===== config.mk =====
export PLATFORM = sky130hd
export DESIGN_NAME = pipe_flow_ctrl
export DESIGN_NICKNAME = d
export VERILOG_FILES = /design/src/rtl/pipe_flow_ctrl.sv
export SDC_FILE = /design/constraint.sdc
export NUM_CORES = 1
export LEC_CHECK = 0
export ABC_AREA = 1
export CORE_ASPECT_RATIO = 0.75
export CORE_MARGIN = 5
export CORE_UTILIZATION = 39
export DETAILED_ROUTE_END_ITERATION = 10
export MAX_ROUTING_LAYER = met4
export PLACE_DENSITY = 0.71
export SETUP_SLACK_MARGIN = 0.02
export SYNTH_ARGS = -nofsm -noshare
export SYNTH_HDL_FRONTEND = slang
export SYNTH_SLANG_ARGS = --single-unit

===== constraint.sdc =====
create_clock -name clk -period 1.6 [get_ports clk]
set_clock_uncertainty 0.05 [all_clocks]
set_input_delay 0.32 -clock clk [delete_from_list [all_inputs] [get_ports clk]]
set_output_delay 0.32 -clock clk [all_outputs]
set_load 0.005 [all_outputs]

===== src/rtl/pipe_flow_ctrl.sv =====
// Valid/ready flow controller for a DEPTH-stage datapath: per-stage load enables,
// per-stage valid tracking with bubble collapse, synchronous flush and transfer counters.
module pipe_flow_ctrl #(
  parameter int DEPTH = 3,
  parameter int CW    = 8,
  localparam int OW   = $clog2(DEPTH + 1)
) (
  input  logic             clk,
  input  logic             rst,
  input  logic             in_valid,
  output logic             in_ready,
  output logic             out_valid,
  input  logic             out_ready,
  input  logic             flush,
  output logic [DEPTH-1:0] stage_en,
  output logic [DEPTH-1:0] stage_valid,
  output logic [OW-1:0]    occupancy,
  output logic             empty,
  output logic [CW-1:0]    accept_cnt,
  output logic [CW-1:0]    retire_cnt
);

  logic [DEPTH-1:0] r_valid;
  logic [CW-1:0]    r_acceptCnt;
  logic [CW-1:0]    r_retireCnt;

  logic [DEPTH-1:0] w_chainEn;
  logic             w_active;
  logic             w_inXfer;
  logic             w_outXfer;
  logic [OW-1:0]    w_occ;

  // A stage may load when it is empty or its successor is loading, so holes
  // upstream of a stalled stage still fill (bubble collapse).
  always_comb begin
    w_chainEn = '0;
    w_chainEn[DEPTH-1] = ~r_valid[DEPTH-1] | out_ready;
    for (int i = DEPTH - 2; i >= 0; i--) begin
      w_chainEn[i] = ~r_valid[i] | w_chainEn[i+1];
    end
  end

  assign w_active  = ~rst & ~flush;
  assign stage_en  = w_active ? w_chainEn : '0;
  assign in_ready  = w_active & w_chainEn[0];
  assign out_valid = w_active & r_valid[DEPTH-1];
  assign w_inXfer  = in_valid & in_ready;
  assign w_outXfer = out_valid & out_ready;

  always_comb begin
    w_occ = '0;
    for (int i = 0; i < DEPTH; i++) begin
      w_occ = w_occ + OW'(r_valid[i]);
    end
  end

  assign stage_valid = r_valid;
  assign occupancy   = rst ? '0 : w_occ;
  assign empty       = rst | (r_valid == '0);
  assign accept_cnt  = r_acceptCnt;
  assign retire_cnt  = r_retireCnt;

  always_ff @(posedge clk) begin
    if (rst || flush) begin
      r_valid <= '0;
    end else begin
      if (w_chainEn[0]) r_valid[0] <= w_inXfer;
      for (int i = 1; i < DEPTH; i++) begin
        if (w_chainEn[i]) r_valid[i] <= r_valid[i-1];
      end
    end
  end

  // Transfers are already suppressed during flush, so counters simply hold then.
  always_ff @(posedge clk) begin
    if (rst) begin
      r_acceptCnt <= '0;
      r_retireCnt <= '0;
    end else begin
      r_acceptCnt <= r_acceptCnt + CW'(w_inXfer);
      r_retireCnt <= r_retireCnt + CW'(w_outXfer);
    end
  end

endmodule


==> flow_summary.yaml, run 1 <==
outcome:
  status: "finished, violations left"
  violations: "setup timing"
routing:
  drc: 0
  wire_per_inst_um: 14.8
  drt-total-wl_um: 3230
  drtIter0Drc: 43
  vias: 1074
  vias_per_cell: 4.90
  ant_nets: 0
  drtPass1Iterations: 4
sta:
  worst_pin_slew_ps: 258
  fmax_mhz: 541
  hold_viol: 0
  period_needed_ps: 1850
  fin_ws_ps: -248
  final.setup.tns_ps: -1440
  setup_viol: 12
  maxSlewViolCount: 0
  rsz0062_at_grt: "true"
  fin_crit_sh: 1.16
  whs_ps: 330
  relSlewSlack: 0.828
critical_path:
  slowest_stage: "fa_1"
  cpPeakStageDelay_ps: 560
  worstPathCellList: "fa_1, inv_1, nor2_1, buf_2"
  start_kind: "flop"
  worstSetupPathType: "reg2out"
  arrival_ps: 1480
  critPathMaxFanout: 2
  cp.required_ps: 1230
  critical-path-top-delay-family: "adder cells"
  end_kind: "output port"
  critPathBufInv: 2
placed_design:
  io_buffers: 31
  gp_congestion: 0.908
  hpwlAfterDp_um: 1660
  pre_cts_ws_ps: -473
logic_synthesis:
  synth_area_um2: 903
  ys_seq_elements: 19
  syn_inst: 123
  mappedNetlistNets: 133
  synth_cell_types: 21
  synth.avg_cell_area_um2: 7.34
  yosysSeqAreaShare: 0.421
  ys_warn_count: 0
cts:
  clk_latency_ps: 310
  cts_hold_buf: 0
  path_clk_slew_ps: 100
  clk_path_buf_depth: 2
  tritoncts: "built"
  cts.sinks: 19
  cts_buffers: 3
  h-tree-depth: 1
  cts-root-buf: "clkbuf_4"
floorplan:
  ioPinCount: 32
  die_x_um: 65.6
  placementRows: 15
  die_y_um: 51.7
  initial_utilization: 0.401
  core_area_um2: 2250
  die_area_um2: 3390
hold_path:
  hold_path.class: "in2reg"
grt:
  grt_pass1_vias: 978
  antenna_found_initial: 0
  grt_max_degree: 11
  grt_overflow_total: 0
  grt_use_total: 0.176
  grt_pass1_wl_um: 4460
power:
  peakVddDrop_uv: 549
  p_per_area_nw_per_um2: 458
  cellLeakagePower_nw: 0.796
layout:
  drive_above_1_share: 0.526
  ff_latch_area_um2: 415
  diodes: 0
  fillerInstances: 147
  fin_nets: 205
  multi_input_area_um2: 611
  synthToLayoutAreaGrowth_pct: 96.5
flow_run:
  drv_cap: 0
[cell type report]
cell class / instances / area share
Tap cell: 25 / 0.0176
Timing Repair Buffer: 69 / 0.347
Inverter: 19 / 0.0430
Multi-Input combinational cell: 83 / 0.344
Clock buffer: 4 / 0.0148
Sequential cell: 19 / 0.234
[timing repair]
action,in CTS,in global routing
pin swaps,10,21
setup endpoints to repair,32,34
setup buffers,15,16
resized for setup,67,55
[registers in the layout, indices dropped and copies added, names as in the netlist]
| register | flops |
|---|---|
| stage_valid | 3 |
| retire_cnt | 8 |
| accept_cnt | 8 |
[worst paths after layout]
path / from / to / slack, ps / cells after the start
setup reg to reg: stage_valid[2] / accept_cnt[2] / -150 / 11
hold reg to reg: retire_cnt[7] / retire_cnt[7] / 450 / 2
setup / recovery: stage_valid[0] / occupancy[0] / -250 / 4
hold / removal: rst / accept_cnt[0] / 330 / 3
[synthesized netlist by cell type]
| cell type | count | area share |
|---|---|---|
| nor2_2 | 3 | 0.021 |
| buf_4 | 1 | 0.0083 |
| buf_6 | 1 | 0.012 |
| clkinv_1 | 1 | 0.0042 |
| ha_1 | 4 | 0.055 |
| o21ai_0 | 4 | 0.022 |
| o31ai_1 | 1 | 0.0083 |
| xnor2_1 | 1 | 0.0097 |
| inv_2 | 1 | 0.0042 |
| inv_1 | 17 | 0.071 |
| fa_1 | 1 | 0.022 |
| a21oi_1 | 8 | 0.044 |
| nor3_1 | 1 | 0.0055 |
| nand3_2 | 3 | 0.033 |
| nor2_4 | 1 | 0.012 |
| dfxtp_1 | 19 | 0.42 |
| nor2_1 | 29 | 0.12 |
| and3_1 | 1 | 0.0069 |
| nand3b_1 | 1 | 0.0083 |
| nand3_1 | 4 | 0.022 |
| nand2_1 | 21 | 0.087 |
[worst register-to-register path, delay by kind of cell (launching register included)]
family | cells | cell delay [ps]
adders and majority gates | 2 | 400
DFF | 1 | 370
buffers and inverters | 3 | 270
and+or+nand+nor | 5 | 440
xor gates and xnor gates | 1 | 120
[through the flow]
stage | utilization | cell area [µm²] | power (mW) | instances
after floorplan | - | 920 | 0.523 | 123
after global placement | 0.598 | 1350 | 0.570 | 191
after detailed placement | 0.598 | 1350 | 0.571 | 191
after CTS | 0.689 | 1550 | 0.807 | 210
after global routing | 0.788 | 1780 | 0.858 | 219
final | 0.788 | 1780 | 0.814 | 219
[per-layer routing]
layer	share of wire	track usage	routed length (µm)
met1	0.41	0.212	1340
met2	0.52	0.289	1680
met3	0.046	0.0518	149
met4	0.019	0.0517	60
met5	0	-	0
[cells by family (layout without fill, tap and decap cells)]
family / count (synthesis) / count (layout) / synth area share
simple gates: 64 / 64 / 0.317
buf+inv: 21 / 92 / 0.0997
flops: 19 / 19 / 0.421
fa+ha+maj: 5 / 5 / 0.0776
xor+xnor: 1 / 1 / 0.00970
compound gates: 13 / 13 / 0.0748
[where the power goes]
part,total (mW),internal (mW),switching [mW]
combinational,0.0922,0.0459,0.0463
sequential,0.469,0.466,0.00265
clock,0.253,0.0977,0.155
[placed cells by master, fill, tap and decap left out, types with 2 or more instances in the layout]
cell / Yosys / routed
dlygate4sd2_1: 0 / 5
dfxtp_1: 19 / 3
dfxtp_4: 0 / 6
inv_1: 17 / 13
inv_2: 1 / 3
nor2_1: 29 / 21
dlymetal6s2s_1: 0 / 5
nand3_2: 3 / 3
buf_4: 1 / 27
ha_4: 0 / 3
a21oi_1: 8 / 5
clkbuf_4: 0 / 3
a21oi_2: 0 / 3
o21ai_2: 0 / 2
nand2_1: 21 / 19
clkdlybuf4s50_1: 0 / 13
nor2_2: 3 / 5
nand3_4: 0 / 3
dfxtp_2: 0 / 10
nand2_2: 0 / 2
inv_4: 0 / 2
buf_2: 0 / 5
nor2_4: 1 / 7
buf_6: 1 / 13
o21ai_1: 0 / 2
Power figures use the tool's default switching activity.
==> inputs of run 2 (changes only) <==
- REMOVE_ABC_BUFFERS: default -> 1
- SKIP_LAST_GASP: default -> 1
==> run 2 against run 1 <==
The run still ends with setup timing left. Sequential power about the same. Clock power about the same. Count of clock-buffer cells in the layout down 1. Cell count up 0.46%. Non-clock buffer count up 1. Wire length up 2.1%. Critical path depth unchanged. Critical path type unchanged. Critical endpoint unchanged. Largest power group unchanged.
==> flow_summary.yaml, run 2 (synthesized netlist as in run 1, its figures left out) <==
sta:
  setup_viol: 12
  fmax_mhz: 567
  period_needed_ps: 1760
  maxSlewViolCount: 0
  relSlewSlack: 0.838
  worst_pin_slew_ps: 243
  rsz0062_at_grt: "true"
  hold_viol: 0
  fin_ws_ps: -163
  fin_crit_sh: 1.10
layout:
  fin_nets: 206
  fillerInstances: 132
  layout_common_cells: "buf_4 (33), nor2_1 (21), nand2_1 (17), inv_1 (13)"
  ff_latch_area_um2: 418
  diodes: 0
  layout_commonest_cell: "buf_4"
  multi_input_area_um2: 647
  drive_above_1_share: 0.554
  synthToLayoutAreaGrowth_pct: 102
  layout.cells.non_filler: 220
cts:
  cts_buffers: 3
  cts.sinks: 19
  cts_hold_buf: 0
  path_clk_slew_ps: 110
  cts-root-buf: "clkbuf_4"
  tritoncts: "built"
  clk_path_buf_depth: 2
  h-tree-depth: 1
  clk_latency_ps: 310
power:
  pwr-share-seq: 0.570
  p_int_mw: 0.609
  p_clk_frac: 0.309
  netSwitchingFraction: 0.262
  cellLeakagePower_nw: 0.823
  finalPower_mw: 0.825
  peakVddDrop_uv: 421
  p_per_area_nw_per_um2: 452
  p_sw_mw: 0.216
  pwr-share-comb: 0.121
grt:
  grt_busiest_layer: "met2"
  grt_pass1_wl_um: 4400
  grt_use_total: 0.174
  grt_pass1_vias: 1011
  grt_overflow_total: 0
  grt_util_met1: 0.193
  grtUsageMet2: 0.304
  grt_max_degree: 12
  antenna_found_initial: 0
  met3_usage: 0.0540
critical_path:
  start_kind: "flop"
  critPathBufInv: 2
  worstPathCellList: "fa_1, inv_1, nor2_1, buf_2"
  rr_startpoint: "stage_valid[2]"
  cp.required_ps: 1230
  arrival_ps: 1390
  critPathMaxFanout: 2
  startpoint: "stage_valid[0]"
  end_kind: "output port"
  critical-path-top-delay-family: "adder cells"
  slowest_stage: "fa_1"
  worstSetupPathType: "reg2out"
  cpPeakStageDelay_ps: 530
hold_path:
  hp-start: "rst"
  hold_path.class: "in2reg"
flow_run:
  drv_cap: 0
routing:
  wire_per_inst_um: 15.0
  drc: 0
  drtIter0Drc: 32
  drtPass1Iterations: 4
  ant_nets: 0
  vias: 1114
  vias_per_cell: 5.06
  drt-total-wl_um: 3300
placed_design:
  gp_congestion: 0.852
  hpwlAfterDp_um: 1770
  place_inst: 192
  io_buffers: 31
floorplan:
  die_y_um: 51.7
  die_x_um: 65.6
  placementRows: 15
  die_area_um2: 3390
  core_area_um2: 2250
  ioPinCount: 32
  initial_utilization: 0.401
outcome:
  status: "finished, violations left"
  violations: "setup timing"
-- run 2: worst register-to-register path: stages, from the launching register on --
cell and delay [ps]:
dfxtp_4 380, buf_12 120, clkinv_8 50, nor2_4 130
nand3_4 120, nand2_4 100, nor2_4 50, ha_4 170
ha_4 170, buf_4 140, xnor2_2 150, nor2_1 60
-- run 2: cell type report --
| type | instances | area share |
|---|---|---|
| Multi-Input combinational cell | 83 | 0.354 |
| Timing Repair Buffer | 70 | 0.339 |
| Sequential cell | 19 | 0.229 |
| Inverter | 19 | 0.0459 |
| Tap cell | 25 | 0.0171 |
| Clock buffer | 3 | 0.0123 |
| Clock inverter | 1 | 0.00274 |
-- run 2: timing repair --
item / 4_1_cts / 5_1_grt
resized for setup: 65 / 65
buffers inserted: 12 / 17
endpoints found under the setup margin: 34 / 33
pin swaps: 7 / 23
-- run 2: power groups by stage --
| stage | Clock (mW) | Sequential, mW | Combinational, mW |
|---|---|---|---|
| after floorplan | 0 | 0.491 | 0.0237 |
| after global placement | 0 | 0.490 | 0.0790 |
| after detailed placement | 0 | 0.490 | 0.0801 |
| after CTS | 0.255 | 0.475 | 0.0760 |
| after global routing | 0.285 | 0.470 | 0.108 |
| final | 0.255 | 0.470 | 0.0999 |
-- run 2: worst paths after layout --
kind | slack [ps] | cells past startpoint | to
worst min register to register | 460 | 2 | retire_cnt[7]
worst min-delay path | 430 | 3 | accept_cnt[1]
worst max-delay path | -160 | 4 | occupancy[0]
worst max register to register | -160 | 11 | accept_cnt[2]
-- run 2: routing by layer --
layer,share of wire,up-vias
met5,0,-
met2,0.53,52
met3,0.051,14
met4,0.039,0
li1,-,524
met1,0.38,524
-- run 2: stage by stage --
step / worst slack (ps) / hold WS, ps / area [µm²] / setup TNS, ps / util
2_1_floorplan: -26.0 / 339 / 885 / -26.0 / -
3_3_place_gp: -488 / 431 / 1340 / -8740 / 0.594
3_5_place_dp: -529 / 449 / 1340 / -9630 / 0.594
4_1_cts: -167 / 421 / 1480 / -293 / 0.656
5_1_grt: -250 / 429 / 1830 / -2100 / 0.811
6_report: -163 / 434 / 1830 / -1020 / 0.811
